## config.mk

```make
export PLATFORM = sky130hd
export DESIGN_NAME = lif_neuron_update_pipe_flat
export DESIGN_NICKNAME = d
export VERILOG_FILES = /design/src/rtl/lif_neuron_update_pipe_pkg.sv /design/src/rtl/lif_neuron_update_pipe_if.sv /design/src/rtl/lif_neuron_update_pipe_sat_add.sv /design/src/rtl/lif_neuron_update_pipe.sv /design/src/flat_wrapper.sv
export SDC_FILE = /design/constraint.sdc
export NUM_CORES = 1
export LEC_CHECK = 0
export ABC_AREA = 1
export BUFFER_PORTS_ARGS = -buffer_cell sky130_fd_sc_hd__buf_2
export CAP_MARGIN = 10
export CORE_AREA = 2 2 100 102
export DETAILED_ROUTE_END_ITERATION = 16
export DIE_AREA = 0 0 102 104
export PLACE_DENSITY_LB_ADDON = 0.15
export SLEW_MARGIN = 25
export SYNTH_ARGS = -nofsm -noshare
export SYNTH_HDL_FRONTEND = slang
export SYNTH_SLANG_ARGS = --single-unit
```

## constraint.sdc

```tcl
create_clock -name clk_i -period 5.7 [get_ports clk_i]
set_input_delay 0.855 -clock clk_i [delete_from_list [all_inputs] [get_ports clk_i]]
set_output_delay 0.855 -clock clk_i [all_outputs]
set_load 0.005 [all_outputs]
```

## src/rtl/lif_neuron_update_pipe_pkg.sv

```systemverilog
// ----------------------------------------------------------------------------
// lif_pkg : shared types and helpers for the LIF neuron update pipeline
// Revision: 1.0
// ----------------------------------------------------------------------------
`default_nettype none

package lif_pkg;

  typedef enum logic {LEAK_LIN = 1'b0, LEAK_SHIFT = 1'b1} leak_mode_e;
  typedef enum logic {RST_ZERO = 1'b0, RST_SUB = 1'b1} reset_mode_e;

  // Payload fields are sized for the widest supported configuration.
  localparam int c_IDX_MAX_W   = 32;
  localparam int c_STATE_MAX_W = 32;
  localparam int c_REFR_MAX_W  = 16;

  typedef struct packed {
    logic [c_IDX_MAX_W-1:0]   idx;
    logic [c_STATE_MAX_W-1:0] state;
    logic [c_REFR_MAX_W-1:0]  refr;
    logic                     spk_en;
  } lif_s1_t;

  // Signed saturation bound for a given width: upper=1 -> max, else min.
  function automatic logic signed [c_STATE_MAX_W:0] sat_limits(input int unsigned width,
                                                              input logic upper);
    logic signed [c_STATE_MAX_W:0] one;
    one    = '0;
    one[0] = 1'b1;
    if (upper) return (one <<< (width - 1)) - one;
    else       return -(one <<< (width - 1));
  endfunction

endpackage

`default_nettype wire

```

## src/rtl/lif_neuron_update_pipe_if.sv

```systemverilog
// ----------------------------------------------------------------------------
// lif_neuron_update_pipe_if : request/response handshake of the LIF pipeline
// Revision: 1.0
// ----------------------------------------------------------------------------
`default_nettype none

interface lif_neuron_update_pipe_if #(
  parameter int STATE_W  = 12,
  parameter int WEIGHT_W = 8,
  parameter int IDX_W    = 8,
  parameter int REFR_W   = 4
) ();

  logic                in_valid_i;
  logic                in_ready_o;
  logic [IDX_W-1:0]    in_idx_i;
  logic [STATE_W-1:0]  in_state_i;
  logic [REFR_W-1:0]   in_refr_i;
  logic [WEIGHT_W-1:0] in_weight_i;
  logic                in_time_ref_i;
  logic                out_valid_o;
  logic                out_ready_i;
  logic [IDX_W-1:0]    out_idx_o;
  logic [STATE_W-1:0]  out_state_o;
  logic [REFR_W-1:0]   out_refr_o;
  logic                out_spike_o;

  modport master (
    output in_valid_i, in_idx_i, in_state_i, in_refr_i, in_weight_i, in_time_ref_i,
    output out_ready_i,
    input  in_ready_o, out_valid_o, out_idx_o, out_state_o, out_refr_o, out_spike_o
  );

  modport slave (
    input  in_valid_i, in_idx_i, in_state_i, in_refr_i, in_weight_i, in_time_ref_i,
    input  out_ready_i,
    output in_ready_o, out_valid_o, out_idx_o, out_state_o, out_refr_o, out_spike_o
  );

endinterface

`default_nettype wire

```

## src/rtl/lif_neuron_update_pipe_sat_add.sv

```systemverilog
// ----------------------------------------------------------------------------
// lif_sat_add : signed saturating add of a narrower operand onto a wider one
// Revision: 1.0
// ----------------------------------------------------------------------------
`default_nettype none

module lif_sat_add
  import lif_pkg::*;
#(
  parameter int A_W = 12,
  parameter int B_W = 8
) (
  input  logic signed [A_W-1:0] i_a,
  input  logic signed [B_W-1:0] i_b,
  output logic signed [A_W-1:0] o_sum
);

  localparam logic signed [A_W:0] c_MAX = (A_W+1)'(sat_limits(A_W, 1'b1));
  localparam logic signed [A_W:0] c_MIN = (A_W+1)'(sat_limits(A_W, 1'b0));

  logic signed [A_W:0] w_sum;

  assign w_sum = {i_a[A_W-1], i_a} + {{(A_W+1-B_W){i_b[B_W-1]}}, i_b};

  always_comb begin
    o_sum = w_sum[A_W-1:0];
    if (w_sum > c_MAX)      o_sum = c_MAX[A_W-1:0];
    else if (w_sum < c_MIN) o_sum = c_MIN[A_W-1:0];
  end

endmodule

`default_nettype wire

```

## src/rtl/lif_neuron_update_pipe.sv

```systemverilog
// ----------------------------------------------------------------------------
// lif_neuron_update_pipe : 2-stage LIF neuron update (leak/synapse, then spike)
// Optional LIF_REFRACTORY_EN adds refractory counting.  Revision: 1.0
// ----------------------------------------------------------------------------
`default_nettype none

module lif_neuron_update_pipe
  import lif_pkg::*;
#(
  parameter int STATE_W  = 12,
  parameter int WEIGHT_W = 8,
  parameter int LEAK_W   = 7,
  parameter int IDX_W    = 8,
  parameter int REFR_W   = 4
) (
  input  logic               clk_i,
  input  logic               rst_ni,
  input  logic               param_enable_i,
  input  logic [LEAK_W-1:0]  param_leak_str_i,
  input  logic               param_leak_mode_i,
  input  logic               param_reset_mode_i,
  input  logic [STATE_W-2:0] param_thr_i,
  input  logic [REFR_W-1:0]  param_refr_i,
  lif_neuron_update_pipe_if.slave bus
);

  logic                      w_en;
  logic signed [STATE_W-1:0] w_syn_sum;
  logic                      w_neg;
  logic [STATE_W:0]          w_mag, w_mag_new, w_leak_amt;
  logic [31:0]               w_k;
  logic signed [STATE_W-1:0] w_leaked, w_state1;
  logic [REFR_W-1:0]         w_refr1;
  lif_s1_t                   w_s1, r_s1;
  logic                      r_s1_valid;

  logic [STATE_W-1:0]        w_s2_state, w_out_state;
  logic [REFR_W-1:0]         w_out_refr;
  logic                      w_spike;
  logic                      r_out_valid, r_out_spike;
  logic [IDX_W-1:0]          r_out_idx;
  logic [STATE_W-1:0]        r_out_state;
  logic [REFR_W-1:0]         r_out_refr;
  logic                      w_unused;

  // A single advance enable stalls both stages together.
  assign w_en           = ~r_out_valid | bus.out_ready_i;
  assign bus.in_ready_o = w_en;

  lif_sat_add #(.A_W(STATE_W), .B_W(WEIGHT_W)) u_sat_add (
    .i_a   (bus.in_state_i),
    .i_b   (bus.in_weight_i),
    .o_sum (w_syn_sum)
  );

  // Stage 1: leak works on the magnitude in STATE_W+1 bits so the most
  // negative state has a representable magnitude.
  always_comb begin
    w_neg      = bus.in_state_i[STATE_W-1];
    w_mag      = w_neg ? -{1'b1, bus.in_state_i} : {1'b0, bus.in_state_i};
    w_k        = 32'(param_leak_str_i);
    if (w_k > 32'(STATE_W-1)) w_k = 32'(STATE_W-1);
    w_leak_amt = (STATE_W+1)'(param_leak_str_i);
    if (leak_mode_e'(param_leak_mode_i) == LEAK_SHIFT) w_mag_new = w_mag - (w_mag >> w_k);
    else w_mag_new = (w_mag > w_leak_amt) ? w_mag - w_leak_amt : '0;
    w_leaked   = w_neg ? STATE_W'(-w_mag_new) : STATE_W'(w_mag_new);

    w_refr1    = '0;
    w_s1       = '0;
    w_s1.spk_en = 1'b1;
    if (bus.in_time_ref_i)  w_state1 = w_leaked;
    else if (!param_enable_i) w_state1 = w_syn_sum;
    else                    w_state1 = bus.in_state_i;
`ifdef LIF_REFRACTORY_EN
    if (bus.in_refr_i != '0) begin
      w_s1.spk_en = 1'b0;
      if (bus.in_time_ref_i) begin
        w_refr1 = bus.in_refr_i - REFR_W'(1);
      end else begin
        w_state1 = bus.in_state_i;
        w_refr1  = bus.in_refr_i;
      end
    end
`endif
    w_s1.idx   = c_IDX_MAX_W'(bus.in_idx_i);
    w_s1.state = c_STATE_MAX_W'(w_state1);
    w_s1.refr  = c_REFR_MAX_W'(w_refr1);
  end

  // Stage 2: threshold compare only matters for non-negative states.
  always_comb begin
    w_s2_state  = r_s1.state[STATE_W-1:0];
    w_spike     = r_s1.spk_en & ~w_s2_state[STATE_W-1] &
                  (w_s2_state[STATE_W-2:0] >= param_thr_i);
    w_out_state = w_s2_state;
    if (w_spike) begin
      if (reset_mode_e'(param_reset_mode_i) == RST_SUB)
        w_out_state = {1'b0, w_s2_state[STATE_W-2:0] - param_thr_i};
      else
        w_out_state = '0;
    end
`ifdef LIF_REFRACTORY_EN
    w_out_refr = w_spike ? param_refr_i : r_s1.refr[REFR_W-1:0];
`else
    w_out_refr = '0;
`endif
  end

  always_ff @(posedge clk_i or negedge rst_ni) begin
    if (!rst_ni) begin
      r_s1_valid  <= 1'b0;
      r_s1        <= '0;
      r_out_valid <= 1'b0;
      r_out_idx   <= '0;
      r_out_state <= '0;
      r_out_refr  <= '0;
      r_out_spike <= 1'b0;
    end else if (w_en) begin
      r_s1_valid  <= bus.in_valid_i;
      r_s1        <= w_s1;
      r_out_valid <= r_s1_valid;
      r_out_idx   <= r_s1.idx[IDX_W-1:0];
      r_out_state <= w_out_state;
      r_out_refr  <= w_out_refr;
      r_out_spike <= w_spike;
    end
  end

  assign bus.out_valid_o = r_out_valid;
  assign bus.out_idx_o   = r_out_idx;
  assign bus.out_state_o = r_out_state;
  assign bus.out_refr_o  = r_out_refr;
  assign bus.out_spike_o = r_out_spike;

  // Upper payload bits and build-dependent refractory inputs are intentionally dead.
  assign w_unused = ^{r_s1, bus.in_refr_i, param_refr_i};

endmodule

`default_nettype wire

```

## src/flat_wrapper.sv

```systemverilog
// flat-port wrapper written by rule: the top's interface ports become plain ports
module lif_neuron_update_pipe_flat import lif_pkg::*;
#(
  parameter int STATE_W  = 12,
  parameter int WEIGHT_W = 8,
  parameter int LEAK_W   = 7,
  parameter int IDX_W    = 8,
  parameter int REFR_W   = 4
)
  (clk_i, rst_ni, param_enable_i, param_leak_str_i, param_leak_mode_i, param_reset_mode_i, param_thr_i, param_refr_i, bus_in_valid_i, bus_in_idx_i, bus_in_state_i, bus_in_refr_i, bus_in_weight_i, bus_in_time_ref_i, bus_out_ready_i, bus_in_ready_o, bus_out_valid_o, bus_out_idx_o, bus_out_state_o, bus_out_refr_o, bus_out_spike_o);
  lif_neuron_update_pipe_if #(.STATE_W(STATE_W), .WEIGHT_W(WEIGHT_W), .IDX_W(IDX_W), .REFR_W(REFR_W)) bus_i ();
  input  logic clk_i;
  input  logic rst_ni;
  input  logic param_enable_i;
  input  logic [LEAK_W-1:0] param_leak_str_i;
  input  logic param_leak_mode_i;
  input  logic param_reset_mode_i;
  input  logic [STATE_W-2:0] param_thr_i;
  input  logic [REFR_W-1:0] param_refr_i;
  input wire logic [$bits(bus_i.in_valid_i)-1:0] bus_in_valid_i;
  input wire logic [$bits(bus_i.in_idx_i)-1:0] bus_in_idx_i;
  input wire logic [$bits(bus_i.in_state_i)-1:0] bus_in_state_i;
  input wire logic [$bits(bus_i.in_refr_i)-1:0] bus_in_refr_i;
  input wire logic [$bits(bus_i.in_weight_i)-1:0] bus_in_weight_i;
  input wire logic [$bits(bus_i.in_time_ref_i)-1:0] bus_in_time_ref_i;
  input wire logic [$bits(bus_i.out_ready_i)-1:0] bus_out_ready_i;
  output wire logic [$bits(bus_i.in_ready_o)-1:0] bus_in_ready_o;
  output wire logic [$bits(bus_i.out_valid_o)-1:0] bus_out_valid_o;
  output wire logic [$bits(bus_i.out_idx_o)-1:0] bus_out_idx_o;
  output wire logic [$bits(bus_i.out_state_o)-1:0] bus_out_state_o;
  output wire logic [$bits(bus_i.out_refr_o)-1:0] bus_out_refr_o;
  output wire logic [$bits(bus_i.out_spike_o)-1:0] bus_out_spike_o;
  assign bus_i.in_valid_i = bus_in_valid_i;
  assign bus_i.in_idx_i = bus_in_idx_i;
  assign bus_i.in_state_i = bus_in_state_i;
  assign bus_i.in_refr_i = bus_in_refr_i;
  assign bus_i.in_weight_i = bus_in_weight_i;
  assign bus_i.in_time_ref_i = bus_in_time_ref_i;
  assign bus_i.out_ready_i = bus_out_ready_i;
  assign bus_in_ready_o = bus_i.in_ready_o;
  assign bus_out_valid_o = bus_i.out_valid_o;
  assign bus_out_idx_o = bus_i.out_idx_o;
  assign bus_out_state_o = bus_i.out_state_o;
  assign bus_out_refr_o = bus_i.out_refr_o;
  assign bus_out_spike_o = bus_i.out_spike_o;
  lif_neuron_update_pipe #(.STATE_W(STATE_W), .WEIGHT_W(WEIGHT_W), .LEAK_W(LEAK_W), .IDX_W(IDX_W), .REFR_W(REFR_W)) u_core (.clk_i(clk_i), .rst_ni(rst_ni), .param_enable_i(param_enable_i), .param_leak_str_i(param_leak_str_i), .param_leak_mode_i(param_leak_mode_i), .param_reset_mode_i(param_reset_mode_i), .param_thr_i(param_thr_i), .param_refr_i(param_refr_i), .bus(bus_i));
endmodule
```

==> run summary, run 1 <==
The flow ran to the end, and the final reports show no timing, DRC or antenna violations. The synthesized design devotes to its leading area cell type 21.42% of total area. For the violation count after the first detailed-route iteration, the log shows 305. Post-CTS timing repair inserted 0 buffers for setup.

The run gives 5 as the total CTS buffers. Synthesis instantiated 49 different standard cells from the library. The chip height was 104 um; the warning count from the yosys run was 0. TritonCTS built the clock tree. At the end of routability-driven placement, the weighted congestion stood at 0.9381. Clock-pin slew was measured on the worst setup and hold paths at 0.08 ns.

The standby leakage power is 0.002936 uW, and the number of violations of the max-capacitance limit is 0. The H-tree level count is 2, and the power density over the cells is 231.3 nW/um2. Clock tree synthesis found a total of 44 sinks. In this run the most used layer during global routing was met2. The worst setup path is of the in -> reg kind. For the detailed-routing iteration count for the pre-antenna-repair pass, the log shows 5.

The tools report the HPWL after detailed placement as 10.47 mm. The tools report the antenna diode instance count as 0. The die covers 10610 um2. After clock tree synthesis, the repair step resized 0 gates. In the final design database the tool counted 967 nets.

The boundary pin count was 89; the aggregate negative setup slack was 0 ns. The worst path uses 82.21% of the clock period. In the routed layout, each cell is associated on average with a via count of 5.406. Kind of capture point of the worst setup path: a flop. Wire length per cell after detailed routing: 13.43 um. For the worst setup path, the data arrival time is 4.92 ns. The first global-routing pass estimated 21.96 mm of wire.

Synthesis produced 797 cells. The worst max-slew margin expressed relative to the limit came out at 53.18%. The met3 track demand over resource is 2.151%. For the maximum number of pins on one net before global-route repair, the log shows 50. Once the floorplan was initialized, standard cells occupied 53.84% of the core. The run gives 5363 as the overall via count from detail_route. Once placement finished, the instance area stood at 5589 um2.

The count of nets left with antenna violations once routing finished came out at 0. Data on the critical path is required at its endpoint by 5.93 ns. Setup repair after global routing left no endpoint under its margin.

In the global route stage, met2 resource usage came out at 40.98%. The number of hold violations in the final report is 0. The main flop type after synthesis was sky130_fd_sc_hd__dfrtp_1.

The number of fill cells was 941; the layout-stage area growth over the synthesis result was 10.59%. Kind of path behind the tightest hold check: reg -> reg. The remaining design rule violation count is 0, and the post-synthesis average cell area is 6.451 um2. After clock tree synthesis, the flow added hold-fix buffers numbering 0. Placeable core region: 9549 um2. The run gives 0 as the number of pins with negative max-slew slack in the final report. The biggest area consumer among synthesized cells is sky130_fd_sc_hd__dfrtp_1.

Of all flip-flops after synthesis, the portion carrying an async set or reset was 100.0%. Registers take 1101 um2. Number of global-route vias before repair: 4797.

After layout, the minimum clock period comes to 4.686 ns. In the global route stage, met1 resource usage came out at 35.04%. The tools report the clock insertion delay at the later pin of the skew report as 0.31 ns. The commonest cells after synthesis are 185 x sky130_fd_sc_hd__nand2_1, 97 x sky130_fd_sc_hd__inv_1, 94 x sky130_fd_sc_hd__o21ai_0. The largest fanout on the critical path is 26. For this run, the total global-route usage over all layers was measured as 25.03%.

In this run the clock root is driven by a sky130_fd_sc_hd__clkbuf_8. The tools report the design area as 5685 um2. For this run the aggregate overflow at the end of global routing stands at 0. The number of cell rows came out at 36. Setup violations remaining at the end of the flow were counted as 0. The synthesized design contains 0 enable-type register cells. Clock skew on the completed layout was measured at 0.006271 ns.

The overall die width came out at 102 um. The number of buffers added on ports is 76, and the pin slew with the least headroom to its limit is 0.7024 ns. By area the synthesized netlist is led by sky130_fd_sc_hd__dfrtp_1 21%, sky130_fd_sc_hd__nand2_1 14%, sky130_fd_sc_hd__ha_1 10%. No sink is reached through more buffers than the 2 on the longest clock path. For the part of the Yosys area used for sequential elements, the log shows 21.42%. Timing would allow up to 213.4 MHz.

Most frequently used cell type in the post-synthesis netlist: sky130_fd_sc_hd__nand2_1. The synthesized design contains 44 register bits. The fraction of final layout cells with drive strength greater than 1 came out at 14.44%. Combined area of the multi-input logic cells: 3525 um2. The final layout contains routed wiring with a total length of 13.33 mm. The peak supply drop was 0.1096 mV. STA classifies the critical path startpoint as an input port. The cell area that synthesis handed to floorplanning was 5141 um2. The number of antenna violations at the first check in global routing was 0.
[logic make-up (layout without fill, tap and decap cells)]
group                    count (synthesis)  in the layout  share of synthesized area (%)
AO/OA/AOI/OAI                          203            203                          21.54
XOR/XNOR                                28             28                          4.770
adder cells (fa/ha/maj)                 47             47                          12.02
buffers and inverters                  132            191                          10.29
flip-flops                              44             44                          21.42
multiplexers                             2              2                         0.3894
other                                    1              4                        0.07294
AND/OR/NAND/NOR                        340            340                          29.50
[critical path: stages]
cell and delay, ns:
sky130_fd_sc_hd__buf_2 0.42, sky130_fd_sc_hd__inv_1 0.28, sky130_fd_sc_hd__nor3_1 0.20, sky130_fd_sc_hd__nand4_1 0.30
sky130_fd_sc_hd__o21ai_0 0.40, sky130_fd_sc_hd__nand2_1 0.08, sky130_fd_sc_hd__o21ai_0 0.15, sky130_fd_sc_hd__o211ai_1 0.13
sky130_fd_sc_hd__ha_1 0.40, sky130_fd_sc_hd__nand2_1 0.10, sky130_fd_sc_hd__nor3_1 0.25, sky130_fd_sc_hd__a21oi_1 0.16
sky130_fd_sc_hd__o21bai_1 0.17, sky130_fd_sc_hd__a21oi_1 0.08, sky130_fd_sc_hd__o21ai_0 0.14, sky130_fd_sc_hd__nand2_1 0.15
sky130_fd_sc_hd__nor2_1 0.15, sky130_fd_sc_hd__nand3_1 0.09, sky130_fd_sc_hd__nand2_1 0.08, sky130_fd_sc_hd__nand2_1 0.06
sky130_fd_sc_hd__nand2_1 0.06, sky130_fd_sc_hd__nand3_1 0.06, sky130_fd_sc_hd__a21oi_1 0.15
[final cells by class]
| cell class | count | area share, % |
|---|---|---|
| inverter | 103 | 6.800 |
| clock buffer | 7 | 1.518 |
| clock inverter | 1 | 0.1320 |
| tap | 133 | 2.927 |
| sequential | 44 | 19.37 |
| timing repair buffer | 80 | 7.262 |
| multi-input combinational | 624 | 61.99 |
[placed cells by master, fill, tap and decap left out, types with 6 or more instances in the layout]
cell,instances
sky130_fd_sc_hd__buf_2,75
sky130_fd_sc_hd__ha_1,43
sky130_fd_sc_hd__clkbuf_8,6
sky130_fd_sc_hd__nor2_1,58
sky130_fd_sc_hd__a31oi_1,7
sky130_fd_sc_hd__nand2_2,7
sky130_fd_sc_hd__inv_2,6
sky130_fd_sc_hd__o21ai_0,94
sky130_fd_sc_hd__a21oi_1,70
sky130_fd_sc_hd__dfrtp_1,44
sky130_fd_sc_hd__xor2_1,24
sky130_fd_sc_hd__nor3_1,9
sky130_fd_sc_hd__inv_1,97
sky130_fd_sc_hd__o211ai_1,8
sky130_fd_sc_hd__nand2_1,185
sky130_fd_sc_hd__nand3_1,50
[worst paths after layout]
check	from	to	slack [ns]	cells past startpoint
setup / recovery	bus_in_state_i[11]	u_core.r_s1[27]	1.01	23
hold / removal	u_core.r_s1_valid	u_core.bus.out_valid_o	0.47	2
setup reg to reg	u_core.r_s1[18]	u_core.bus.out_state_o[4]	2.90	17
hold reg to reg	u_core.r_s1_valid	u_core.bus.out_valid_o	0.47	2
max in group asynchronous	rst_ni	u_core.r_s1[52]	4.80	1
min in group asynchronous	rst_ni	u_core.bus.out_spike_o	0.53	1
[per-layer routing]
metal | vias up | part of all wire (%)
li1 | 2754 | -
met1 | 2409 | 46
met2 | 181 | 47
met3 | 19 | 5.2
met4 | 0 | 1.5
met5 | - | 0
[registers in the layout, summed over array words and instances (netlist names)]
register and cells:
u_core.bus.out_state_o 12, u_core.bus.out_valid_o 1, u_core.r_s1 21, u_core.bus.out_idx_o 8
u_core.bus.out_spike_o 1, u_core.r_s1_valid 1
[metrics by stage]
stage	instances	setup WS (ns)	total power (uW)	hold WS, ns	util, %
finish	992	1.014	1315	0.4708	59.54
global route	992	0.6594	1439	0.5057	59.54
CTS	992	1.122	1319	0.4780	59.51
detailed placement	984	0.8183	1110	0.4543	58.53
global placement	984	0.8432	1092	0.4339	58.53
floorplan	800	1.429	914.1	0.4198	-
[report_power, final]
group          internal (uW)  leakage [uW]  total [uW]  switching (uW)
Combinational            259       0.00237         686             427
Sequential               384      0.000518         426            41.6
Clock                   98.4     0.0000445         204             105
Note: power is estimated with default switching activity, not from simulation.
==> run 2: changes to the inputs <==
CORE_AREA = 2 2 102 104   (was 2 2 100 102)
DIE_AREA = 0 0 104 106   (was 0 0 102 104)
clock period = 4 ns   (was 5.7 ns; I/O delays follow)
==> run 2 against run 1 <==
  * Final area is 15% higher
  * Sequential share of layout area is 2.5 points lower
  * First-iteration DRC count is 4.6% lower
  * Total power is 53% higher
  * Routed wire length is 9.6% higher
  * Global-route usage is 1.3 points higher
  * Core utilization is 5.7 points higher
  * Flip-flop and latch count stayed put
  * Via count is 7.7% higher
  * Die area is 3.9% higher
  * Critical path depth is 4 higher
  * Critical endpoint is now u_core.r_s1[28]
  * Largest power group unchanged
  * Highest routed layer unchanged
==> run summary, run 2 (synthesis gave the netlist of run 1 again) <==
The flow ran to the end, and the final reports show no timing, DRC or antenna violations. The largest fanout on the critical path works out to 4. During I/O placement, the number of pins put on the boundary was 89. The detail route stage leaves a number of antenna-violating nets equal to 0. The ratio of routed vias to standard cells came out at 5.347. The worst max-slew margin expressed relative to the limit is 64.42%. The overall die width was 104 um; the final cell count without fillers was 1080.

The tools report the total power of the final layout as 2014 uW. The met3 track demand over resource was 2.330%. Setup violations remaining at the end of the flow were counted as 0. The tree is rooted in a sky130_fd_sc_hd__clkbuf_8. Detailed placement ended at an HPWL of 11.91 mm. The post-route fraction of the period consumed by the critical path works out to 95.14%.

The post-route netlist has 26.91% of its cells at a drive strength greater than 1. The total CTS buffers was 5. In this run the number of H-tree levels came out at 2. Dividing the detail-routed wire length by the instance count gives 13.52 um. The initial cell density of the core is 51.41%. The kind of capture point of the worst setup path was a flop.

Number of global-route vias before repair: 5393. The worst hold path belongs to the class in -> async. The register with the most flip-flops in the layout has 21 of them. The chip height works out to 106 um. Compared with the post-synthesis result, the final layout area differs by 26.94%. The tools report the global-route total usage across every layer as 26.35%. The standby leakage power came out at 0.003366 uW. The violation count after the first detailed-route iteration is 291. The global routing stage identified its most utilized layer as met2. The run gives 51 as the maximum number of pins on one net before global-route repair. The worst setup path is of the in -> reg kind. Once placement completed, the tool counted placed cells totaling 1069. In the layout the commonest cells are 177 x sky130_fd_sc_hd__nand2_1, 92 x sky130_fd_sc_hd__inv_1, 91 x sky130_fd_sc_hd__buf_4, 76 x sky130_fd_sc_hd__o21ai_0, 74 x sky130_fd_sc_hd__buf_2.

For met1 alone, demand over resource in global routing was 33.21%. For this block, the routed nets add up to 14.61 mm of wire. The most common cell after layout, fill and taps aside was sky130_fd_sc_hd__nand2_1. The run gives 5 as the detailed-routing iteration count for the pre-antenna-repair pass.

The register containing the most flip-flops in the final layout is u_core.r_s1. In the routed design, unresolved DRC markers number 0. Global routing usage on met2: 47.37%. Critical path startpoint category: an input port. The number of antenna violations at the first check in global routing is 0, and the number of buffers added on ports is 76. The run gives 0 as the aggregate global routing overflow.

The run gives 0 as the number of pins with negative max-slew slack in the final report. After floorplanning, the core was sized to cover 10000 um2. For this block, the via count after detailed routing is 5775.

The worst-case IR drop observed on VDD is 0.1604 mV. Between clock sinks in the finished design, the worst skew comes to 0.002844 ns. For this run, the top clock speed supported by timing is 262.8 MHz. Data on the critical path is required at its endpoint by 4.24 ns. For the number of hold violations in the final report, the log shows 0.

Setup repair after global routing could not meet its margin everywhere. Post-placement worst setup slack: -0.3133 ns. The number of violations of the max-capacitance limit was 0; the power density over the cells was 308.7 nW/um2.

TritonCTS built the clock tree. The congestion estimate from routability-driven global placement came to 0.9050. The worst path in the final design needs a cycle of 3.805 ns, including I/O delays and setup. At the end of the flow, the number of nets in the layout was 1053.

For the number of sinks driven by the clock tree, the log shows 44. The tools report the critical path arrival as 4.04 ns. At the pin with the least slew margin, the transition time is 0.5336 ns. The number of antenna diodes in the final layout is 0. The first global-routing pass estimated 24.10 mm of wire. In this run the deepest clock path goes through 2 buffers. At the later pin of the worst-skew pair, clock insertion delay measures 0.30 ns.

In the post-route analysis, the smallest setup slack over all paths is 0.1945 ns. The tools report the die area as 11020 um2. The initialized floorplan defines 37 standard-cell rows.

The clock edge transition at the registers on the reported setup and hold paths is 0.07 ns.
==> run 2: worst paths after layout <==
check                                   from                         to  slack (ns)  cells after the start
min in group clk_i            u_core.r_s1[0]             u_core.r_s1[0]        0.45                      2
setup / recovery           bus_in_state_i[1]            u_core.r_s1[28]        0.19                     27
setup reg to reg             u_core.r_s1[21]  u_core.bus.out_state_o[7]        1.26                     17
max in group asynchronous             rst_ni    u_core.bus.out_idx_o[3]        3.36                      1
hold / removal                        rst_ni  u_core.bus.out_state_o[3]        0.27                      1
hold reg to reg               u_core.r_s1[0]             u_core.r_s1[0]        0.45                      2
==> run 2: worst max-delay path: stages <==
cell	delay, ns
sky130_fd_sc_hd__buf_2	0.11
sky130_fd_sc_hd__buf_4	0.16
sky130_fd_sc_hd__nor3_4	0.24
sky130_fd_sc_hd__buf_4	0.14
sky130_fd_sc_hd__nand4_1	0.12
sky130_fd_sc_hd__buf_4	0.19
sky130_fd_sc_hd__nor2_2	0.16
sky130_fd_sc_hd__nand3_1	0.11
sky130_fd_sc_hd__nor2_1	0.10
sky130_fd_sc_hd__a31oi_1	0.05
sky130_fd_sc_hd__ha_1	0.38
sky130_fd_sc_hd__nand2_2	0.11
sky130_fd_sc_hd__nor3_4	0.23
sky130_fd_sc_hd__buf_4	0.14
sky130_fd_sc_hd__buf_4	0.09
sky130_fd_sc_hd__nand3_1	0.06
sky130_fd_sc_hd__nand4_1	0.12
sky130_fd_sc_hd__a21oi_1	0.09
sky130_fd_sc_hd__o21ai_1	0.14
sky130_fd_sc_hd__o21ai_2	0.10
sky130_fd_sc_hd__nor2_1	0.10
sky130_fd_sc_hd__nand2_1	0.05
sky130_fd_sc_hd__nand2_1	0.10
sky130_fd_sc_hd__nand2_2	0.07
sky130_fd_sc_hd__nand2_1	0.06
sky130_fd_sc_hd__nand3_1	0.07
sky130_fd_sc_hd__a21oi_2	0.15
==> run 2: final cells by class <==
cell class / instances / area [um2]
clock buffers: 5 / 68.82
fillers: 967 / 3473
multi-input cells: 624 / 3726
inverters: 103 / 386.6
clock inverters: 2 / 12.51
well taps: 136 / 170.2
flip-flops and latches: 44 / 1101
repair buffers: 166 / 1061
==> run 2: through the flow <==
step                setup TNS, ns  hold WS, ns  utilization (%)  instance area, um2
finish                          0       0.2720            65.27                6526
global route              -0.1734       0.3139            65.27                6526
CTS                             0       0.4545            62.95                6295
detailed placement         -2.112       0.4345            62.14                6213
global placement           -1.323       0.4346            62.14                6213
floorplan                       0       0.3044                -                5154
==> run 2: timing repair <==
action	in CTS	in global routing
setup buffers	0	4
gates resized for setup	2	70
pin swaps	0	30
endpoints found under the setup margin	2	8
hold buffers	0	0
==> run 2: power breakdown <==
part           internal, uW  switching, uW  total, uW
Combinational           479            668       1150
Clock                   118            141        259
Sequential              548           60.7        609
Total                  1140            870       2010
==> run 2: metal layers <==
metal / wire length, um / vias up
li1: - / 2933
met1: 6291 / 2658
met2: 7284 / 158
met3: 696 / 26
met4: 333 / 0
met5: 0 / -
